### src/rtl/seg_scan_mux.sv
// seg_scan_mux: time-multiplexed 7-segment digit scanner with guard window and BCD blanking
// Optional feature: define LEADING_ZERO_BLANK_EN to suppress leading zero digits.
module seg_scan_mux #(
  parameter int NDIG  = 4,
  parameter int DIV   = 50000,
  parameter int GUARD = 500
) (
  input  logic                    i_clk,
  input  logic                    i_rst_n,
  input  logic                    i_load,
  input  logic [4*NDIG-1:0]       i_digits,
  output logic [3:0]              o_num,
  output logic [NDIG-1:0]         o_an,
  output logic                    o_blank,
  output logic [$clog2(NDIG)-1:0] o_idx
);
  localparam int IW = $clog2(NDIG);
  localparam int CW = $clog2(DIV);
  localparam logic [CW-1:0] CNT_MAX = CW'(DIV - 1);
  localparam logic [CW-1:0] CNT_GRD = CW'(GUARD);
  localparam logic [IW-1:0] IDX_MAX = IW'(NDIG - 1);
  logic [CW-1:0]          r_cnt;
  logic [IW-1:0]          r_idx;
  logic [NDIG-1:0][3:0]   r_shadow;
  logic [3:0]             r_num;
  logic [NDIG-1:0]        r_an;
  logic                   r_blank;
  logic                   w_wrap;
  logic [CW-1:0]          w_cnt_nxt;
  logic [IW-1:0]          w_idx_nxt;
  logic [NDIG-1:0][3:0]   w_shadow_nxt;
  logic [3:0]             w_dig_nxt;
  logic                   w_sup_nxt;
  logic                   w_blank_nxt;
  logic [NDIG-1:0]        w_an_nxt;
  assign w_wrap       = r_cnt == CNT_MAX;
  assign w_cnt_nxt    = w_wrap ? '0 : r_cnt + 1'b1;
  assign w_idx_nxt    = !w_wrap ? r_idx : (r_idx == IDX_MAX) ? '0 : r_idx + 1'b1;
  assign w_shadow_nxt = i_load ? i_digits : r_shadow;
  assign w_dig_nxt    = w_shadow_nxt[w_idx_nxt];
`ifdef LEADING_ZERO_BLANK_EN
  logic [NDIG-1:0] w_zero_up;
  // w_zero_up[k] is set when digit k and every digit above it are zero
  always_comb begin
    w_zero_up = '0;
    w_zero_up[NDIG-1] = w_shadow_nxt[NDIG-1] == 4'd0;
    for (int k = NDIG - 2; k >= 0; k--)
      w_zero_up[k] = w_zero_up[k+1] && (w_shadow_nxt[k] == 4'd0);
  end
  assign w_sup_nxt = (w_idx_nxt != '0) && w_zero_up[w_idx_nxt];
`else
  assign w_sup_nxt = 1'b0;
`endif
  assign w_blank_nxt = (w_cnt_nxt < CNT_GRD) || (w_dig_nxt > 4'd9) || w_sup_nxt;
  assign w_an_nxt    = w_blank_nxt ? '1 : ~(NDIG'(1) << w_idx_nxt);
  // Scan state and outputs all register the next-state view so outputs never lag the scan
  always_ff @(posedge i_clk or negedge i_rst_n)
    if (!i_rst_n) begin
      r_cnt    <= '0;
      r_idx    <= '0;
      r_shadow <= '0;
      r_num    <= '0;
      r_an     <= '1;
      r_blank  <= 1'b1;
    end else begin
      r_cnt    <= w_cnt_nxt;
      r_idx    <= w_idx_nxt;
      r_shadow <= w_shadow_nxt;
      r_num    <= w_dig_nxt;
      r_an     <= w_an_nxt;
      r_blank  <= w_blank_nxt;
    end
  assign o_num   = r_num;
  assign o_an    = r_an;
  assign o_blank = r_blank;
  assign o_idx   = r_idx;
endmodule

### config.mk
export PLATFORM = sky130hd
export DESIGN_NAME = seg_scan_mux
export DESIGN_NICKNAME = d
export VERILOG_FILES = /design/src/rtl/seg_scan_mux.sv
export SDC_FILE = /design/constraint.sdc
export NUM_CORES = 1
export LEC_CHECK = 0
export CAP_MARGIN = 20
export CORE_MARGIN = 2
export CORE_UTILIZATION = 53
export CTS_CLUSTER_DIAMETER = 80
export DETAILED_ROUTE_END_ITERATION = 7
export PLACE_DENSITY = 0.82
export SLEW_MARGIN = 20
export SYNTH_ARGS = -nofsm -noshare
export SYNTH_HDL_FRONTEND = slang
export SYNTH_SLANG_ARGS = --single-unit
### constraint.sdc
create_clock -name i_clk -period 3.8 [get_ports i_clk]
set_clock_uncertainty 0.15 [all_clocks]
set_input_delay 0.95 -clock i_clk [delete_from_list [all_inputs] [get_ports i_clk]]
set_output_delay 0.95 -clock i_clk [all_outputs]
set_load 0.005 [all_outputs]
==> results of run 1 <==
cells in the mapped netlist, types with 2 or more instances:
cell type / instances / share of area (%)
sky130_fd_sc_hd__dfrtp_1: 38 / 47
sky130_fd_sc_hd__nor2_1: 19 / 3.5
sky130_fd_sc_hd__mux2_2: 16 / 8.9
sky130_fd_sc_hd__nand4_1: 10 / 3.1
sky130_fd_sc_hd__nand2_1: 9 / 1.7
sky130_fd_sc_hd__o21ai_0: 8 / 2.0
sky130_fd_sc_hd__xnor2_1: 8 / 3.5
sky130_fd_sc_hd__dfstp_2: 5 / 6.5
sky130_fd_sc_hd__xor2_1: 5 / 2.2
sky130_fd_sc_hd__a21oi_1: 4 / 0.99
sky130_fd_sc_hd__and3_1: 3 / 0.93
sky130_fd_sc_hd__clkbuf_1: 3 / 0.56
sky130_fd_sc_hd__inv_1: 3 / 0.56
sky130_fd_sc_hd__mux2i_1: 3 / 1.5
sky130_fd_sc_hd__or3_1: 3 / 0.93
sky130_fd_sc_hd__ha_1: 2 / 1.2
sky130_fd_sc_hd__mux2i_2: 2 / 1.4
sky130_fd_sc_hd__nand3_1: 2 / 0.49
sky130_fd_sc_hd__nand4b_1: 2 / 0.86
sky130_fd_sc_hd__nor2b_1: 2 / 0.62
sky130_fd_sc_hd__o32ai_2: 2 / 1.6
logic make-up (layout without fill, tap and decap cells):
group                      after synthesis  after routing  synth area share (%)
and+or+nand+nor                         58             58                  16.4
adders and majority gates                2              2                  1.24
muxes                                   22             22                  12.8
xor gates and xnor gates                13             13                  5.62
buffers and inverters                   10             44                  2.78
AOI/OAI and AO/OA                       22             22                  7.72
DFF                                     43             43                  53.4
final cells by class:
type / count / area (sq um)
clock inverters: 3 / 25.0
well taps: 48 / 60.1
repair buffers: 31 / 300
multi-input cells: 117 / 887
flip-flops and latches: 43 / 1080
fillers: 285 / 1210
inverters: 5 / 25.0
clock buffers: 5 / 68.8
sequential cells by signal, indices dropped and copies added (netlist names):
name      flops
r_cnt        16
r_shadow     16
o_an          4
o_num         4
o_idx         2
o_blank       1
metal layers:
layer  up-vias  GRT usage [%]  routed length, microns
met2        50           33.1                    2040
met4         0           6.51                      61
met5         -              0                       0
met3         8           6.30                     198
met1       705           26.6                    1710
li1        674              -                       -
report_power, final:
group / switching [W] / internal (W)
combinational: 0.0000337 / 0.0000439
sequential: 0.00000553 / 0.000478
clock: 0.000167 / 0.000131
through the flow:
stage	util (%)	power, W	hold slack [ns]
after detailed placement	64.3	0.000572	0.313
after floorplan	-	0.000528	0.283
after global placement	64.3	0.000566	0.296
after global routing	66.9	0.000891	0.342
final	66.9	0.000860	0.316
after CTS	66.9	0.000866	0.324
worst max-delay path, stage by stage, from the launching register on:
cell	delay, ns
sky130_fd_sc_hd__dfrtp_1	0.47
sky130_fd_sc_hd__or4b_4	0.56
sky130_fd_sc_hd__nor4_4	0.46
sky130_fd_sc_hd__mux2i_2	0.26
sky130_fd_sc_hd__buf_4	0.20
sky130_fd_sc_hd__clkinv_2	0.15
sky130_fd_sc_hd__o21ai_0	0.23
sky130_fd_sc_hd__o32ai_2	0.12
sky130_fd_sc_hd__o21ai_2	0.24
sky130_fd_sc_hd__nand4_1	0.13
cell usage in the layout, fill, tap and decap left out, types with 2 or more instances in the layout:
master                            Yosys  layout
sky130_fd_sc_hd__a21oi_1              4       4
sky130_fd_sc_hd__and3_1               3       3
sky130_fd_sc_hd__buf_4                0       2
sky130_fd_sc_hd__clkbuf_8             0       5
sky130_fd_sc_hd__clkdlybuf4s50_1      0      28
sky130_fd_sc_hd__clkinv_4             1       3
sky130_fd_sc_hd__dfrtp_1             38      38
sky130_fd_sc_hd__dfstp_2              5       5
sky130_fd_sc_hd__ha_1                 2       2
sky130_fd_sc_hd__inv_1                3       3
sky130_fd_sc_hd__mux2_2              16      16
sky130_fd_sc_hd__mux2i_1              3       3
sky130_fd_sc_hd__mux2i_2              2       2
sky130_fd_sc_hd__nand2_1              9       9
sky130_fd_sc_hd__nand3_1              2       2
sky130_fd_sc_hd__nand4_1             10      10
sky130_fd_sc_hd__nand4b_1             2       2
sky130_fd_sc_hd__nor2_1              19      19
sky130_fd_sc_hd__nor2b_1              2       2
sky130_fd_sc_hd__o21ai_0              8       8
sky130_fd_sc_hd__o32ai_2              2       2
sky130_fd_sc_hd__or3_1                3       3
sky130_fd_sc_hd__xnor2_1              8       8
sky130_fd_sc_hd__xor2_1               5       5
path summary, 6_finish.rpt:
path / startpoint / to / slack, ns / cells past startpoint
worst min register to register: r_cnt[0] / r_cnt[0] / 0.32 / 1
worst max-delay path: r_cnt[13] / o_an[3] / 0.74 / 9
max in group asynchronous: i_rst_n / r_cnt[9] / 2.28 / 1
min in group asynchronous: i_rst_n / r_cnt[13] / 0.64 / 1
worst max register to register: r_cnt[13] / o_an[3] / 0.74 / 9
worst min-delay path: r_cnt[0] / r_cnt[0] / 0.32 / 1
==> key figures, run 1 <==
Timing
  – Final worst path period share: 80.5%
  – Setup repair after global routing missed its margin: false
  – Final hold viol count: 0
  – Final count of negative-setup-slack endpoints: 0
  – Final max-slew violation count: 0
  – Headroom to the max-slew limit: 38.0%
  – Maximum achievable frequency: 0.327 GHz
  – Least-Margin Pin Slew: 0.929 ns
  – Setup total negative slack: 0 ns
  – Shortest period the worst path allows: 3.06 ns
  – Min setup slack post-route: 0.742 ns

GRT
  – GRT overflow: 0
  – First-pass GRT wire length: 6580 microns
  – Combined global-route utilization of all metal layers: 20.6%
  – Pin count of the biggest net entering global routing: 44
  – Antenna violations before repair: 0
  – Vias in the first global route: 1416

CTS
  – Count of cells resized by post-cts repair: 0
  – TritonCTS buffer count: 5
  – Clock-pin slew reported for the worst setup and hold paths after clock tree synthesis: 0.08 ns
  – Later-pin clock latency in the skew report: 0.30 ns
  – Number of clock sinks: 43
  – CTS root buffer: sky130_fd_sc_hd__clkbuf_8
  – Number of hold buffers added after cts: 0
  – Clock tree from TritonCTS: yes
  – # H-tree levels: 2
  – Buffer count from post-CTS setup fixing: 0
  – Maximum clock path buffer count: 2

Synthesis
  – Leading register cell type out of synthesis: sky130_fd_sc_hd__dfrtp_1
  – Yosys cell types: 42
  – Post-synthesis sequential element count: 43
  – Net count of the mapped netlist: 191
  – Total standard cell area after synthesis: 2030 sq um
  – Number of warnings printed during yosys synthesis: 0
  – Number of enable-type register cells in the synthesized netlist: 0
  – Fraction of registers with async set/reset: 100%
  – Portion of the post-synthesis area used by sequential elements: 53.4%
  – Avg Cell Area, Syn: 11.9 sq um
  – Post-synthesis instance total: 170

Floorplan
  – Die Wd: 65.8 microns
  – Die area: 4330 sq um
  – I/O pins: 30
  – Height of the chip: 65.8 microns
  – Initial standard-cell utilization of the core: 55.3%
  – Num rows: 22
  – Core footprint: 3660 sq um

Route
  – Total via count in the routed design: 1437
  – Number of iterations in the first detailed-routing pass: 4
  – Count of nets left with antenna violations after detail routing: 0
  – Routed WL per cell: 15.9 microns
  – DRT Wirelength: 4020 microns
  – DR DRC count: 0
  – Drt via density: 5.70
  – 1st-iter DRT viols: 111

Placement
  – Weighted congestion at the end of routability-driven global placement: 0.880
  – Area of placed instances: 2350 sq um
  – Number of buffers added on ports: 29
  – Placement-stage worst setup slack: 0.530 ns
  – Count of placed standard cells including taps: 244
  – HPWL Detailed: 2880 microns

Setup path
  – Critical path class: register to register
  – WP data arrival: 3.11 ns
  – Startpoint type of the worst setup path: register
  – Maximum fanout along the worst path: 9
  – Worst Path Required: 3.85 ns
  – Critical Path Sink Type: register

Power
  – Power density over the cells: 351 nW/um^2
  – Leak Pwr: 1.00 nW
  – IR Drop Worst-Case VDD: 295 uV

Finish
  – Area growth from synthesis to final layout: 20.9%
  – Count of nets after finishing: 224
  – Layout Cell Area excl Fill: 2450 sq um
  – Antenna fix cells: 0
  – Non-filler cells, final: 252
  – Share of cells above drive strength 1: 22.1%

Run status
  – Result of the run: complete, no violations

Run
  – Max_cap viols: 0

Min path
  – Hold Path Class: register to register
Power figures use the tool's default switching activity.
==> run 2, diff against run 1 <==
==> constraint.sdc (replaced) <==
create_clock -name i_clk -period 2.9 [get_ports i_clk]
set_clock_uncertainty 0.15 [all_clocks]
set_input_delay 0.725 -clock i_clk [delete_from_list [all_inputs] [get_ports i_clk]]
set_output_delay 0.725 -clock i_clk [all_outputs]
set_load 0.005 [all_outputs]
==> run 2 against run 1 <==
Compared with the run above:
- critical path depth unchanged
- critical path type unchanged
- final area rose by 4.4%
- sequential share of layout area is 1.9 points lower
- largest power group unchanged
- largest cell class unchanged
- cell count increased by 2.8%
==> key figures, run 2 (same netlist as run 1, synthesis figures left out) <==
Timing
  – Final hold viol count: 0 (unchanged)
  – Least-Margin Pin Slew: 0.909 ns (-0.0209 ns)
  – Maximum achievable frequency: 0.355 GHz (+8.5%)
  – Final count of negative-setup-slack endpoints: 0 (unchanged)
  – Final worst path period share: 97.1% (+17 points)
  – Headroom to the max-slew limit: 39.4% (+1.4 points)
  – Shortest period the worst path allows: 2.82 ns (-0.241 ns)
  – Final max-slew violation count: 0 (unchanged)

Route
  – 1st-iter DRT viols: 103 (-7.2%)
  – Routed WL per cell: 15.3 microns (-4.2%)
  – Drt via density: 5.59 (-1.9%)
  – Count of nets left with antenna violations after detail routing: 0 (unchanged)
  – Total via count in the routed design: 1449 (+0.84%)
  – DRT Wirelength: 3960 microns (-1.5%)
  – Number of iterations in the first detailed-routing pass: 4 (unchanged)
  – DR DRC count: 0 (unchanged)

CTS
  – TritonCTS buffer count: 5 (unchanged)
  – Later-pin clock latency in the skew report: 0.29 ns (about the same)
  – Maximum clock path buffer count: 2 (unchanged)
  – Clock-pin slew reported for the worst setup and hold paths after clock tree synthesis: 0.07 ns (about the same)
  – Clock tree from TritonCTS: yes
  – Number of clock sinks: 43 (unchanged)
  – CTS root buffer: sky130_fd_sc_hd__clkbuf_8
  – # H-tree levels: 2 (unchanged)

GRT
  – Vias in the first global route: 1434 (+1.3%)
  – GRT overflow: 0 (unchanged)
  – Antenna violations before repair: 0 (unchanged)
  – Pin count of the biggest net entering global routing: 44 (unchanged)
  – First-pass GRT wire length: 6630 microns (+0.84%)
  – Combined global-route utilization of all metal layers: 20.5% (-0.082 points)

Finish
  – Share of cells above drive strength 1: 24.2% (+2.1 points)
  – Most frequent cells in the layout: sky130_fd_sc_hd__dfrtp_1 (38), sky130_fd_sc_hd__clkdlybuf4s50_1 (28), sky130_fd_sc_hd__nor2_1 (19)
  – Area growth from synthesis to final layout: 26.3%
  – Antenna fix cells: 0 (unchanged)
  – Layout Cell Area excl Fill: 2560 sq um (+4.4%)
  – Most common cell after layout, fill and taps aside: sky130_fd_sc_hd__dfrtp_1
  – Count of nets after finishing: 231 (+3.1%)
  – Registers with the most flip-flops: r_cnt: 16 flops, r_shadow: 16 flops
  – Fill cell total of the finished layout: 262 (-8.1%)

Run status
  – Result of the run: complete, no violations

Setup path
  – Worst-case reg-to-reg path depth: 9 (unchanged)
  – Critical path class: register to register
  – WP data arrival: 2.89 ns (-0.22 ns)
  – Setup slack of the most critical reg-to-reg path: 0.08 ns (-0.66 ns)
  – Maximum fanout along the worst path: 8 (-1)
  – Critical Path Sink Type: register
  – Worst Path Required: 2.97 ns (-0.88 ns)
  – Startpoint type of the worst setup path: register

Placement
  – Number of buffers added on ports: 29 (unchanged)
  – HPWL Detailed: 2970 microns (+3.0%)
  – Area of placed instances: 2410 sq um (+2.3%)
  – Weighted congestion at the end of routability-driven global placement: 0.914 (+3.9%)

Min path
  – Number of cells on the worst hold path: 1 (unchanged)
  – Hold Path Class: register to register

Power
  – Power density over the cells: 501 nW/um^2 (+43%)
  – Total power draw: 0.00128 W (+49%)
  – Leak Pwr: 1.06 nW (+6.0%)
  – IR Drop Worst-Case VDD: 327 uV (+11%)

Floorplan
  – Die Wd: 65.8 microns (unchanged)
  – Initial standard-cell utilization of the core: 55.3% (unchanged)
  – Core footprint: 3660 sq um (unchanged)
  – I/O pins: 30 (unchanged)
  – Die area: 4330 sq um (unchanged)
  – Num rows: 22 (unchanged)
  – Height of the chip: 65.8 microns (unchanged)

Run
  – Max_cap viols: 0 (unchanged)
==> run 2: path summary, 6_finish.rpt <==
check | endpoint | from
worst max-delay path | o_an[3] | r_cnt[5]
worst min-delay path | r_cnt[0] | r_cnt[0]
worst max register to register | o_an[3] | r_cnt[5]
worst min register to register | r_cnt[0] | r_cnt[0]
max in group asynchronous | r_cnt[11] | i_rst_n
min in group asynchronous | o_idx[0] | i_rst_n
==> run 2: final cells by class <==
class | count | area, sq um | area share [%]
well taps | 48 | 60.1 | 2.35
flip-flops and latches | 43 | 1080 | 42.3
clock buffers | 6 | 72.6 | 2.84
repair buffers | 38 | 360 | 14.1
clock inverters | 2 | 60.1 | 2.35
inverters | 5 | 26.3 | 1.03
multi-input cells | 117 | 896 | 35.0
==> run 2: worst max-delay path, cell delays in order, from the launching register on <==
cell,delay (ns)
sky130_fd_sc_hd__dfrtp_1,0.42
sky130_fd_sc_hd__or4b_1,0.56
sky130_fd_sc_hd__nor4_4,0.35
sky130_fd_sc_hd__buf_6,0.19
sky130_fd_sc_hd__mux2i_4,0.28
sky130_fd_sc_hd__buf_6,0.17
sky130_fd_sc_hd__nor2_1,0.06
sky130_fd_sc_hd__o32ai_2,0.30
sky130_fd_sc_hd__o21ai_2,0.14
sky130_fd_sc_hd__nand4_1,0.13
==> run 2: metal layers <==
| metal | wire length (microns) | vias to the layer above | track usage, % |
|---|---|---|---|
| met5 | 0 | - | 0 |
| met3 | 196 | 5 | 5.96 |
| met4 | 49 | 0 | 8.07 |
| met1 | 1560 | 712 | 23.6 |
| li1 | - | 682 | - |
| met2 | 2150 | 50 | 35.6 |
==> run 2: power by group <==
part	internal [W]	leakage, nW	total [W]	switching (W)
Sequential	0.000627	0.524	0.000635	0.00000809
Clock	0.000344	0.0654	0.000544	0.000200
Combinational	0.0000585	0.473	0.000103	0.0000449
Total	0.00103	1.06	0.00128	0.000253
==> run 2: repair_timing <==
action,CTS,global route
hold buffers,0,0
buffers inserted,0,1
gates resized for setup,0,3
setup endpoints to repair,0,5
==> run 2: through the flow <==
step / util, % / std cells / setup slack [ns] / setup TNS [ns] / hold WS [ns]
after floorplan: - / 170 / 0.0221 / 0 / 0.279
after global placement: 65.8 / 250 / 0.198 / 0 / 0.302
after detailed placement: 65.8 / 250 / 0.0336 / 0 / 0.319
after CTS: 69.4 / 258 / 0.0193 / 0 / 0.330
after global routing: 69.9 / 259 / -0.00865 / -0.00865 / 0.367
final: 69.9 / 259 / 0.0828 / 0 / 0.321
==> run 3, diff against run 2 <==
--- a/config.mk
+++ b/config.mk
@@ -6,6 +6,7 @@
 export NUM_CORES = 1
 export LEC_CHECK = 0
 export CAP_MARGIN = 20
+export CORE_ASPECT_RATIO = 2
 export CORE_MARGIN = 2
 export CORE_UTILIZATION = 53
 export CTS_CLUSTER_DIAMETER = 80
==> run 3 against run 2 <==
Compared with the run above:
- register-to-register slack better by 0.07 ns
- sequential cell count stayed put
- global-route usage is 2.2 points higher
- critical path depth stayed put
- hold slack worse by 0.0084 ns
- count of clock-buffer cells in the layout is 1 lower
- non-clock buffer count is 2 higher
- power is 6.8% lower
- utilization is 0.60 points higher
- die area is 0.70% higher
- highest routed layer unchanged
==> key figures, run 3 (same netlist as run 1, synthesis figures left out) <==
Placement
  – Placement-stage worst setup slack: 0.0926 ns (+0.0590 ns)
  – Area of placed instances: 2400 sq um (-0.26%)
  – Weighted congestion at the end of routability-driven global placement: 0.914 (about the same)
  – HPWL Detailed: 3150 microns (+6.1%)
  – Count of placed standard cells including taps: 250 (unchanged)
  – Number of buffers added on ports: 29 (unchanged)

Floorplan
  – I/O pins: 30 (unchanged)
  – Num rows: 31 (+41%)
  – Die Wd: 47.7 microns (-28%)
  – Core footprint: 3650 sq um (-0.41%)
  – Die area: 4360 sq um (+0.70%)
  – Height of the chip: 91.4 microns (+39%)
  – Initial standard-cell utilization of the core: 55.6% (+0.23 points)

Power
  – Power density over the cells: 465 nW/um^2 (-7.2%)
  – IR Drop Worst-Case VDD: 517 uV (+58%)
  – Total power draw: 0.00120 W (-6.8%)
  – Leak Pwr: 1.06 nW (+0.27%)

Timing
  – Setup repair after global routing missed its margin: false
  – Maximum achievable frequency: 0.364 GHz (+2.5%)
  – Final hold viol count: 0 (unchanged)
  – Shortest period the worst path allows: 2.75 ns (-0.0682 ns)
  – Final max-slew violation count: 0 (unchanged)
  – Setup total negative slack: 0 ns (unchanged)
  – Least-Margin Pin Slew: 0.901 ns (-0.00735 ns)
  – Min setup slack post-route: 0.151 ns (+0.0682 ns)
  – Final count of negative-setup-slack endpoints: 0 (unchanged)
  – Headroom to the max-slew limit: 39.9% (+0.49 points)
  – Final worst path period share: 94.8% (-2.4 points)

CTS
  – Number of clock sinks: 43 (unchanged)
  – # H-tree levels: 2 (unchanged)
  – Clock tree from TritonCTS: yes
  – Clock-pin slew reported for the worst setup and hold paths after clock tree synthesis: 0.08 ns (about the same)
  – TritonCTS buffer count: 5 (unchanged)
  – Later-pin clock latency in the skew report: 0.30 ns (about the same)
  – Maximum clock path buffer count: 2 (unchanged)
  – CTS root buffer: sky130_fd_sc_hd__clkbuf_8

Min path
  – Number of cells on the worst hold path: 1 (unchanged)
  – Hold Path Class: register to register

GRT
  – Combined global-route utilization of all metal layers: 22.7% (+2.2 points)
  – Antenna violations before repair: 0 (unchanged)
  – First-pass GRT wire length: 6980 microns (+5.3%)
  – Vias in the first global route: 1549 (+8.0%)
  – Pin count of the biggest net entering global routing: 44 (unchanged)
  – GRT overflow: 0 (unchanged)

Setup path
  – Startpoint type of the worst setup path: register
  – Slowest Stage Delay on Critical Path: 0.56 ns (about the same)
  – Critical Path Sink Type: register
  – Critical path class: register to register
  – Worst Path Required: 2.96 ns (about the same)
  – Cell Chain, Critical Path: or4b_4 > nor4_4 > buf_6 > mux2i_4 > inv_4 > o21ai_1 > o32ai_2 > o21ai_2 > nand4_1
  – Worst-case reg-to-reg path depth: 9 (unchanged)
  – WP data arrival: 2.81 ns (-0.08 ns)
  – Slowest stage cell on the critical path: sky130_fd_sc_hd__or4b_4
  – Maximum fanout along the worst path: 8 (unchanged)

Finish
  – Non-filler cells, final: 262 (+1.2%)
  – Fill cell total of the finished layout: 288 (+9.9%)
  – Share of cells above drive strength 1: 26.3% (+2.1 points)
  – Count of nets after finishing: 233 (+0.87%)
  – Antenna fix cells: 0 (unchanged)
  – Area growth from synthesis to final layout: 26.8%
  – Layout Cell Area excl Fill: 2570 sq um (+0.44%)
  – Most frequent cells in the layout: sky130_fd_sc_hd__dfrtp_1 (36), sky130_fd_sc_hd__clkdlybuf4s50_1 (28), sky130_fd_sc_hd__nor2_1 (19)
  – Registers with the most flip-flops: r_cnt: 16 flops, r_shadow: 16 flops
  – Most common cell after layout, fill and taps aside: sky130_fd_sc_hd__dfrtp_1

Run status
  – Result of the run: complete, no violations

Route
  – Total via count in the routed design: 1466 (+1.2%)
  – Drt via density: 5.60 (about the same)
  – Count of nets left with antenna violations after detail routing: 0 (unchanged)
  – Number of iterations in the first detailed-routing pass: 4 (unchanged)
  – DR DRC count: 0 (unchanged)
  – Routed WL per cell: 15.9 microns (+4.2%)
  – 1st-iter DRT viols: 26 (-75%)
  – DRT Wirelength: 4170 microns (+5.4%)

Run
  – Max_cap viols: 0 (unchanged)
[run 3: cell count changes in the layout (fill, tap and decap cells not counted), sizes merged]
| cell | before | now |
|---|---|---|
| bufinv | 2 | 1 |
| clkbuf | 6 | 5 |
| clkinv | 1 | 3 |
| buf | 10 | 12 |
[run 3: worst paths after layout]
path | from | to | slack [ns]
max reg2reg | r_cnt[13] | o_an[0] | 0.15
min | r_cnt[0] | r_cnt[0] | 0.31
min in group asynchronous | i_rst_n | r_shadow[5] | 0.40
min reg2reg | r_cnt[0] | r_cnt[0] | 0.31
max in group asynchronous | i_rst_n | r_cnt[12] | 1.57
max | r_cnt[13] | o_an[0] | 0.15
[run 3: critical path, delay by kind of cell (launching register included)]
kind	cells	cell delay (ns)
AND/OR/NAND/NOR	3	1.01
AO/OA/AOI/OAI	3	0.52
multiplexers	1	0.27
flip-flops	1	0.45
buffers and inverters	2	0.25
[run 3: layout make-up]
type | count | area [sq um] | area share (%)
sequential | 43 | 1080 | 42.2
clock inverter | 3 | 43.8 | 1.70
inverter | 5 | 26.3 | 1.02
tap | 49 | 61.3 | 2.39
clock buffer | 5 | 68.8 | 2.68
timing repair buffer | 40 | 388 | 15.1
multi-input combinational | 117 | 896 | 34.9
[run 3: stage by stage]
stage | util (%) | hold slack, ns
detailed placement | 65.9 | 0.305
floorplan | - | 0.279
global placement | 65.9 | 0.298
global route | 70.5 | 0.341
finish | 70.5 | 0.313
CTS | 69.0 | 0.315
[run 3: timing repair]
action / CTS / global route
gates resized for setup: 0 / 5
hold buffers: 0 / 0
endpoints found under the setup margin: 0 / 5
setup buffers: 0 / 4
[run 3: power by group]
part,total (W),switching [W],internal [W]
clock network,0.000456,0.000200,0.000256
logic,0.000104,0.0000456,0.0000586
registers,0.000635,0.00000836,0.000627
total,0.00120,0.000254,0.000942
[run 3: layer usage]
| layer | global-route usage [%] | vias up | wire [microns] |
|---|---|---|---|
| li1 | - | 689 | - |
| met4 | 11.3 | 0 | 149 |
| met5 | 0 | - | 0 |
| met3 | 6.76 | 17 | 176 |
| met1 | 25.8 | 708 | 1470 |
| met2 | 36.3 | 52 | 2370 |
